`config.mk`:
```
export PLATFORM = sky130hd
export DESIGN_NAME = htif_pcr_master
export DESIGN_NICKNAME = d
export VERILOG_FILES = /design/src/rtl/htif_pkg.sv /design/src/rtl/htif_timeout_cnt.sv /design/src/rtl/htif_pcr_master.sv
export SDC_FILE = /design/constraint.sdc
export NUM_CORES = 1
export LEC_CHECK = 0
export BUFFER_PORTS_ARGS = -buffer_cell sky130_fd_sc_hd__buf_2
export CORE_ASPECT_RATIO = 0.6
export CORE_MARGIN = 4
export CORE_UTILIZATION = 41
export DETAILED_ROUTE_END_ITERATION = 8
export PLACE_DENSITY = 0.87
export SLEW_MARGIN = 20
export SYNTH_ARGS = -nofsm -noshare
export SYNTH_HDL_FRONTEND = slang
export SYNTH_SLANG_ARGS = --single-unit
export TNS_END_PERCENT = 20
```
`constraint.sdc`:
```
create_clock -name clk -period 3.55 [get_ports clk]
set_input_delay 0 -clock clk [delete_from_list [all_inputs] [get_ports clk]]
set_output_delay 0 -clock clk [all_outputs]
set_load 0.03 [all_outputs]
```
`src/rtl/htif_pkg.sv`:
```
// Shared types for the HTIF PCR host initiator: bus widths, FSM state encoding
// and the latched command record.
package htif_pkg;

  localparam int PCR_ADDR_W = 12;
  localparam int PCR_DATA_W = 64;

  typedef enum logic [1:0] {
    IDLE = 2'd0,
    REQ  = 2'd1,
    REP  = 2'd2,
    RES  = 2'd3
  } htif_pcr_state_e;

  typedef struct packed {
    logic                  rw;
    logic [PCR_ADDR_W-1:0] addr;
    logic [PCR_DATA_W-1:0] wdata;
  } htif_pcr_cmd_t;

endpackage

```
`src/rtl/htif_timeout_cnt.sv`:
```
// Transaction watchdog: restarts on clear, counts while enabled and saturates
// at LIMIT-1, where expire_o stays high until the next clear.
module htif_timeout_cnt #(
  parameter int unsigned LIMIT = 1024
) (
  input  logic clk,
  input  logic rst,
  input  logic clear_i,
  input  logic enable_i,
  output logic expire_o
);

  localparam int unsigned CW = (LIMIT > 2) ? $clog2(LIMIT) : 1;

  logic [CW-1:0] count_q, count_d;

  assign expire_o = (count_q == CW'(LIMIT - 1));

  always_comb begin
    count_d = count_q;
    if (clear_i) begin
      count_d = '0;
    end else if (enable_i && !expire_o) begin
      count_d = count_q + 1'b1;
    end
  end

  always_ff @(posedge clk or posedge rst) begin
    if (rst) begin
      count_q <= '0;
    end else begin
      count_q <= count_d;
    end
  end

endmodule

```
`src/rtl/htif_pcr_master.sv`:
```
// Host-side initiator for the core's HTIF PCR port: one outstanding read/write,
// request/reply handshakes, result returned on a valid/ready port.
// Optional watchdog abort is built when HTIF_PCR_TIMEOUT_EN is defined.
module htif_pcr_master
  import htif_pkg::*;
#(
  parameter int unsigned TIMEOUT_CYCLES = 1024
) (
  input  logic                  clk,
  input  logic                  rst,
  input  logic                  cmd_valid,
  output logic                  cmd_ready,
  input  logic                  cmd_rw,
  input  logic [PCR_ADDR_W-1:0] cmd_addr,
  input  logic [PCR_DATA_W-1:0] cmd_wdata,
  output logic                  res_valid,
  input  logic                  res_ready,
  output logic [PCR_DATA_W-1:0] res_data,
  output logic                  res_timeout,
  output logic                  pcr_req_valid,
  input  logic                  pcr_req_ready,
  output logic                  pcr_req_rw,
  output logic [PCR_ADDR_W-1:0] pcr_req_addr,
  output logic [PCR_DATA_W-1:0] pcr_req_data,
  input  logic                  pcr_rep_valid,
  output logic                  pcr_rep_ready,
  input  logic [PCR_DATA_W-1:0] pcr_rep_bits,
  output logic                  stray_rep
);

  htif_pcr_state_e       state_q;
  htif_pcr_cmd_t         req_q;
  logic [PCR_DATA_W-1:0] res_data_q;
  logic                  res_timeout_q;
  logic                  stray_q;
  logic                  expire;

`ifdef HTIF_PCR_TIMEOUT_EN
  htif_timeout_cnt #(
    .LIMIT(TIMEOUT_CYCLES)
  ) u_timeout_cnt (
    .clk      (clk),
    .rst      (rst),
    .clear_i  (state_q == IDLE && cmd_valid),
    .enable_i (state_q == REQ || state_q == REP),
    .expire_o (expire)
  );
`else
  assign expire = 1'b0;
`endif

  // Handshake flags decode from state alone, so no input reaches an output combinationally.
  assign cmd_ready     = (state_q == IDLE);
  assign pcr_req_valid = (state_q == REQ);
  assign res_valid     = (state_q == RES);
  assign pcr_rep_ready = 1'b1;
  assign pcr_req_rw    = req_q.rw;
  assign pcr_req_addr  = req_q.addr;
  assign pcr_req_data  = req_q.wdata;
  assign res_data      = res_data_q;
  assign res_timeout   = res_timeout_q;
  assign stray_rep     = stray_q;

  always_ff @(posedge clk or posedge rst) begin
    if (rst) begin
      state_q       <= IDLE;
      req_q         <= '0;
      res_data_q    <= '0;
      res_timeout_q <= 1'b0;
      stray_q       <= 1'b0;
    end else begin
      // Replies are always accepted; one that nothing is waiting for is dropped and flagged.
      if (pcr_rep_valid && state_q != REP) begin
        stray_q <= 1'b1;
      end
      unique case (state_q)
        IDLE: begin
          if (cmd_valid) begin
            req_q   <= '{rw: cmd_rw, addr: cmd_addr, wdata: cmd_wdata};
            state_q <= REQ;
          end
        end
        REQ: begin
          if (pcr_req_ready) begin
            state_q <= REP;
          end else if (expire) begin
            res_data_q    <= '0;
            res_timeout_q <= 1'b1;
            state_q       <= RES;
          end
        end
        REP: begin
          // A reply landing on the expiry cycle takes priority over the abort.
          if (pcr_rep_valid) begin
            res_data_q    <= pcr_rep_bits;
            res_timeout_q <= 1'b0;
            state_q       <= RES;
          end else if (expire) begin
            res_data_q    <= '0;
            res_timeout_q <= 1'b1;
            state_q       <= RES;
          end
        end
        RES: begin
          if (res_ready) begin
            state_q <= IDLE;
          end
        end
        default: state_q <= IDLE;
      endcase
    end
  end

endmodule

```
### Word-level counts from Yosys, hierarchy flattened

Cells that the tools add are included.

* flip-flop bits (word level): 144
* logic and storage cells: 24

* multiplexer cells: 5
* reductions and logical operators: 5
* equal/unequal tests: 8

Operator list (count)
* 2-bit 2-to-1 mux: 4
* 2-bit one-hot mux with 4 select lines: 1
* 2-bit != test (second input constant): 3
* 2-bit equality test (second input constant): 2
* 2-bit by 1-bit != test with 1-bit output (second input constant): 2
* 2-bit AND reduction: 2
* 4-bit AND reduction: 1
* 2-bit by 1-bit equality test with 1-bit output (second input constant): 1
* 2-bit zero test: 1
* 1-bit logical AND: 1

### Logic depth before layout (Yosys ltp)

* depth in word-level cells: 3
* gate-level depth with buffers: 6
* mapped depth without buffers: 5

### Worst setup path before layout

No wires, ideal clock.

* path kind: register to register
* start point: reg state_q[0]
* end point: reg req_q, in the netlist pcr_req_data[0]
* arrival: 1.627 ns
* required time: 3.425 ns
* slack: 1.798 ns
* buffers on the path: 2
* stages on the path, launching flop included: 7
* period minus slack after synthesis: 1.752 ns
* setup time: 0.125 ns
* cells stage by stage: dfrtp_1 -> inv_1 -> ha_1 -> nand2_1 -> buf_6 -> buf_6 -> mux2_4

* longest elaborated chain between the ends: 2

RTL lines
* start, declared: line htif_pcr_master.sv:31 `htif_pcr_state_e state_q;`
* start signal, assigned: line htif_pcr_master.sv:66 `state_q <= IDLE;`
* start signal, assigned: line htif_pcr_master.sv:80 `state_q <= REQ;`
* start signal, assigned: line htif_pcr_master.sv:85 `state_q <= REP;`
* 2-bit zero test
* net cmd_ready: line htif_pcr_master.sv:12 `output logic cmd_ready,`
* 2-bit AND reduction (no source line)
* end signal, assigned: line htif_pcr_master.sv:79 `req_q <= '{rw: cmd_rw, addr: cmd_addr, wdata: cmd_wdata};`
* end, declared: line htif_pcr_master.sv:32 `htif_pcr_cmd_t req_q;`

The timed path passes the listed nets, and every way through them passes these cells.
A chain may end at the register's enable or synchronous reset.

### Final worst setup path

* start point: reg state_q[0]
* end point: reg res_data_q[46], in the netlist res_data[46]

* longest elaborated chain between the ends: 2

RTL lines
* 2-bit equality test: line htif_pcr_master.sv:76 `unique case (state_q)`
* 2-bit AND reduction (no source line)
* end signal, assigned: line htif_pcr_master.sv:95 `res_data_q <= pcr_rep_bits;`
* end, declared: line htif_pcr_master.sv:33 `logic [PCR_DATA_W-1:0] res_data_q;`

No other way between the ends.

==> results.toml <==
[global_route]
grt_overflow = 0
grt_start_max_net_pins = 145
grt_pass1_vias = 5147
grt_use_total = 0.217
grt_pass1_wl_mm = 27.3
antenna_found_initial = 0

[run]
maxCapViolations = 0

[routing]
vias_per_cell = 4.65
wire_per_inst_um = 17.7
ant_nets = 0
drc = 0
dr_total_vias = 4389
drt_iter0_markers = 157
routed_wl_mm = 16.7
drtPass1Iterations = 4

[critical_path]
crit_type = "reg -> reg"
worst_setup_path_end_kind = "flip-flop"
cp-start-kind = "flip-flop"
cp.arrival_ns = 2.25
max_stage_delay_ns = 0.63
r2r_cells = 4
slowest_stage = "nand2_4"
cp.required_ns = 3.81
crit_path_cell_trace = "inv_1 > ha_1 > nand2_4 > mux2_1"
cp_max_fo = 64

[synthesis]
synth_nets = 474
synth.cells.most_frequent = "dfrtp_1 (144), mux2_2 (102), mux2_4 (31)"
ys_seq_area_frac = 0.641
ys_top_cells_by_area = "dfrtp_1 (64%), mux2_2 (20%), mux2_4 (8.3%)"
synth-async-reset-ratio = 1.00
synth.most_common_cell = "dfrtp_1"
yosysWarnings = 0
syn-mean-instance-area_um2 = 17.4
syn-instance-count = 322
synth_ff_type = "dfrtp_1"
yosys.area.top_type = "dfrtp_1"
synth_top_area_share = 0.641
synth_edf_count = 0
ys_ff_latch = 144
syn_area_mm2 = 0.00562
synth_cell_types = 17

[placed_design]
post-place-ws_ns = 1.60
place_hpwl_mm = 10.1
numPortBuffers = 291
globalplace.congestion = 0.757

[timing]
final_max_slew_viol_count = 0
finalSetupTns_ns = 0
fmax_ghz = 0.503
hold_violations = 0
finClkSkew_ns = 0.00577
tightestPinTransition_ns = 0.884
period_minus_slack_ns = 1.99
slew_headroom = 0.411
setup_violations = 0
post-route-period-util = 0.560
rsz0062_at_grt = "false"
setup_slack_ns = 1.56

[layout]
diodes = 0
area_delta_synth_final_pct = 64.5
nNetsFinal = 913
fill_cells = 862
drive_gt1_frac = 0.592

[clock_tree]
clk_latency_ns = 0.40
cts.clk_slew.worst_paths_ns = 0.06
cts.sinks = 144
cts_root_buf = "clkbuf_16"
h-tree-depth = 4
cts_setup_buffers = 0
cts_buffers = 17
cts_buffer_depth = 2
cts_tree = "yes"

[floorplanning]
die_w_um = 159
die_area_mm2 = 0.0157
core_area_mm2 = 0.0131
rows = 32
start_util = 0.428
io_pins = 294
dieHeight_um = 98.7

[min_path]
holdCritPathClass = "in -> reg"
hold_depth = 4

[power_and_ir_drop]
power_leakage_nw = 4.62
powerDensity_mw_per_mm2 = 1000
irDropWorstVdd_v = 0.000658
p_total_w = 0.00926

[outcome]
status = "completed"
==> report_power, final <==
| part | internal, W | switching, W |
|---|---|---|
| Sequential | 0.00249 | 0.000471 |
| Clock | 0.00118 | 0.000662 |
| Combinational | 0.00170 | 0.00275 |
==> layout make-up <==
type | count | area, um2 | area share
Clock inverter | 12 | 185 | 0.0200
Inverter | 4 | 18.8 | 0.00203
Sequential cell | 144 | 3600 | 0.390
Clock buffer | 19 | 433 | 0.0469
Multi-Input combinational cell | 158 | 1860 | 0.201
Timing Repair Buffer | 436 | 2930 | 0.317
Tap cell | 170 | 213 | 0.0230
==> cell families (layout without fill, tap and decap cells) <==
group / Yosys count / in the layout / share of synthesized area
DFF: 144 / 144 / 0.641
muxes: 143 / 143 / 0.307
buffers and inverters: 20 / 471 / 0.0290
and+or+nand+nor: 6 / 6 / 0.00668
adders and majority gates: 5 / 5 / 0.0111
other: 2 / 2 / 0.00134
AOI/OAI and AO/OA: 2 / 2 / 0.00334
==> stage by stage <==
| step | instance area (um2) | cells | hold slack, ns | util |
|---|---|---|---|---|
| floorplan | 5620 | 322 | 0.117 | - |
| global placement | 7190 | 769 | 0.213 | 0.548 |
| detailed placement | 7190 | 769 | 0.226 | 0.548 |
| CTS | 9240 | 943 | 0.121 | 0.704 |
| global route | 9240 | 943 | 0.169 | 0.704 |
| finish | 9240 | 943 | 0.134 | 0.704 |
==> registers in the layout, summed over array words and instances, names as in the netlist <==
| signal | flops |
|---|---|
| pcr_req_addr | 12 |
| res_data | 64 |
| state_q | 2 |
| pcr_req_rw | 1 |
| pcr_req_data | 64 |
| stray_rep | 1 |
==> critical path: cells and delay by family (launching register included) <==
kind / cells / cell delay, ns
AND/OR/NAND/NOR: 1 / 0.63
multiplexers: 1 / 0.42
flip-flops: 1 / 0.38
adder cells (fa/ha/maj): 1 / 0.26
buffers and inverters: 1 / 0.10
==> per-layer routing <==
layer  global-route usage  up-vias  wire length (um)  part of all wire
li1                     -     1988                 -                 -
met1                0.238     2161              6320              0.38
met2                0.400      196              8890              0.53
met3               0.0652       44              1040             0.062
met4               0.0853        0               460             0.028
met5                    0        -                 0                 0
==> worst paths after layout <==
check | end | slack (ns) | from
max | res_data[46]$_DFFE_PP0P_ | 1.56 | state_q[0]$_DFFE_PP0P_
min | state_q[0]$_DFFE_PP0P_ | 0.13 | res_ready
max reg2reg | res_data[46]$_DFFE_PP0P_ | 1.56 | state_q[0]$_DFFE_PP0P_
min reg2reg | stray_rep$_DFFE_PP0P_ | 0.47 | stray_rep$_DFFE_PP0P_
max in group asynchronous | pcr_req_data[6]$_DFFE_PP0P_ | 2.59 | rst
min in group asynchronous | res_data[35]$_DFFE_PP0P_ | 0.34 | rst
==> cell usage in the layout, fill, tap and decap left out, types with 3 or more instances in the layout <==
cell	Yosys	layout
buf_2	4	291
dfrtp_1	144	144
dlygate4sd3_1	0	143
mux2_2	102	102
mux2_4	31	31
clkbuf_16	0	17
mux2_1	9	9
clkinvlp_4	0	5
ha_1	5	5
bufinv_16	0	4
inv_1	4	3
nand2b_1	3	3
==> repair_timing <==
item                                   CTS  global route
setup endpoints to repair                0             0
hold buffers                           143             0
gates resized for setup                  0             0
endpoints found under the hold margin  286             0
Note: power is estimated with default switching activity, not from simulation.
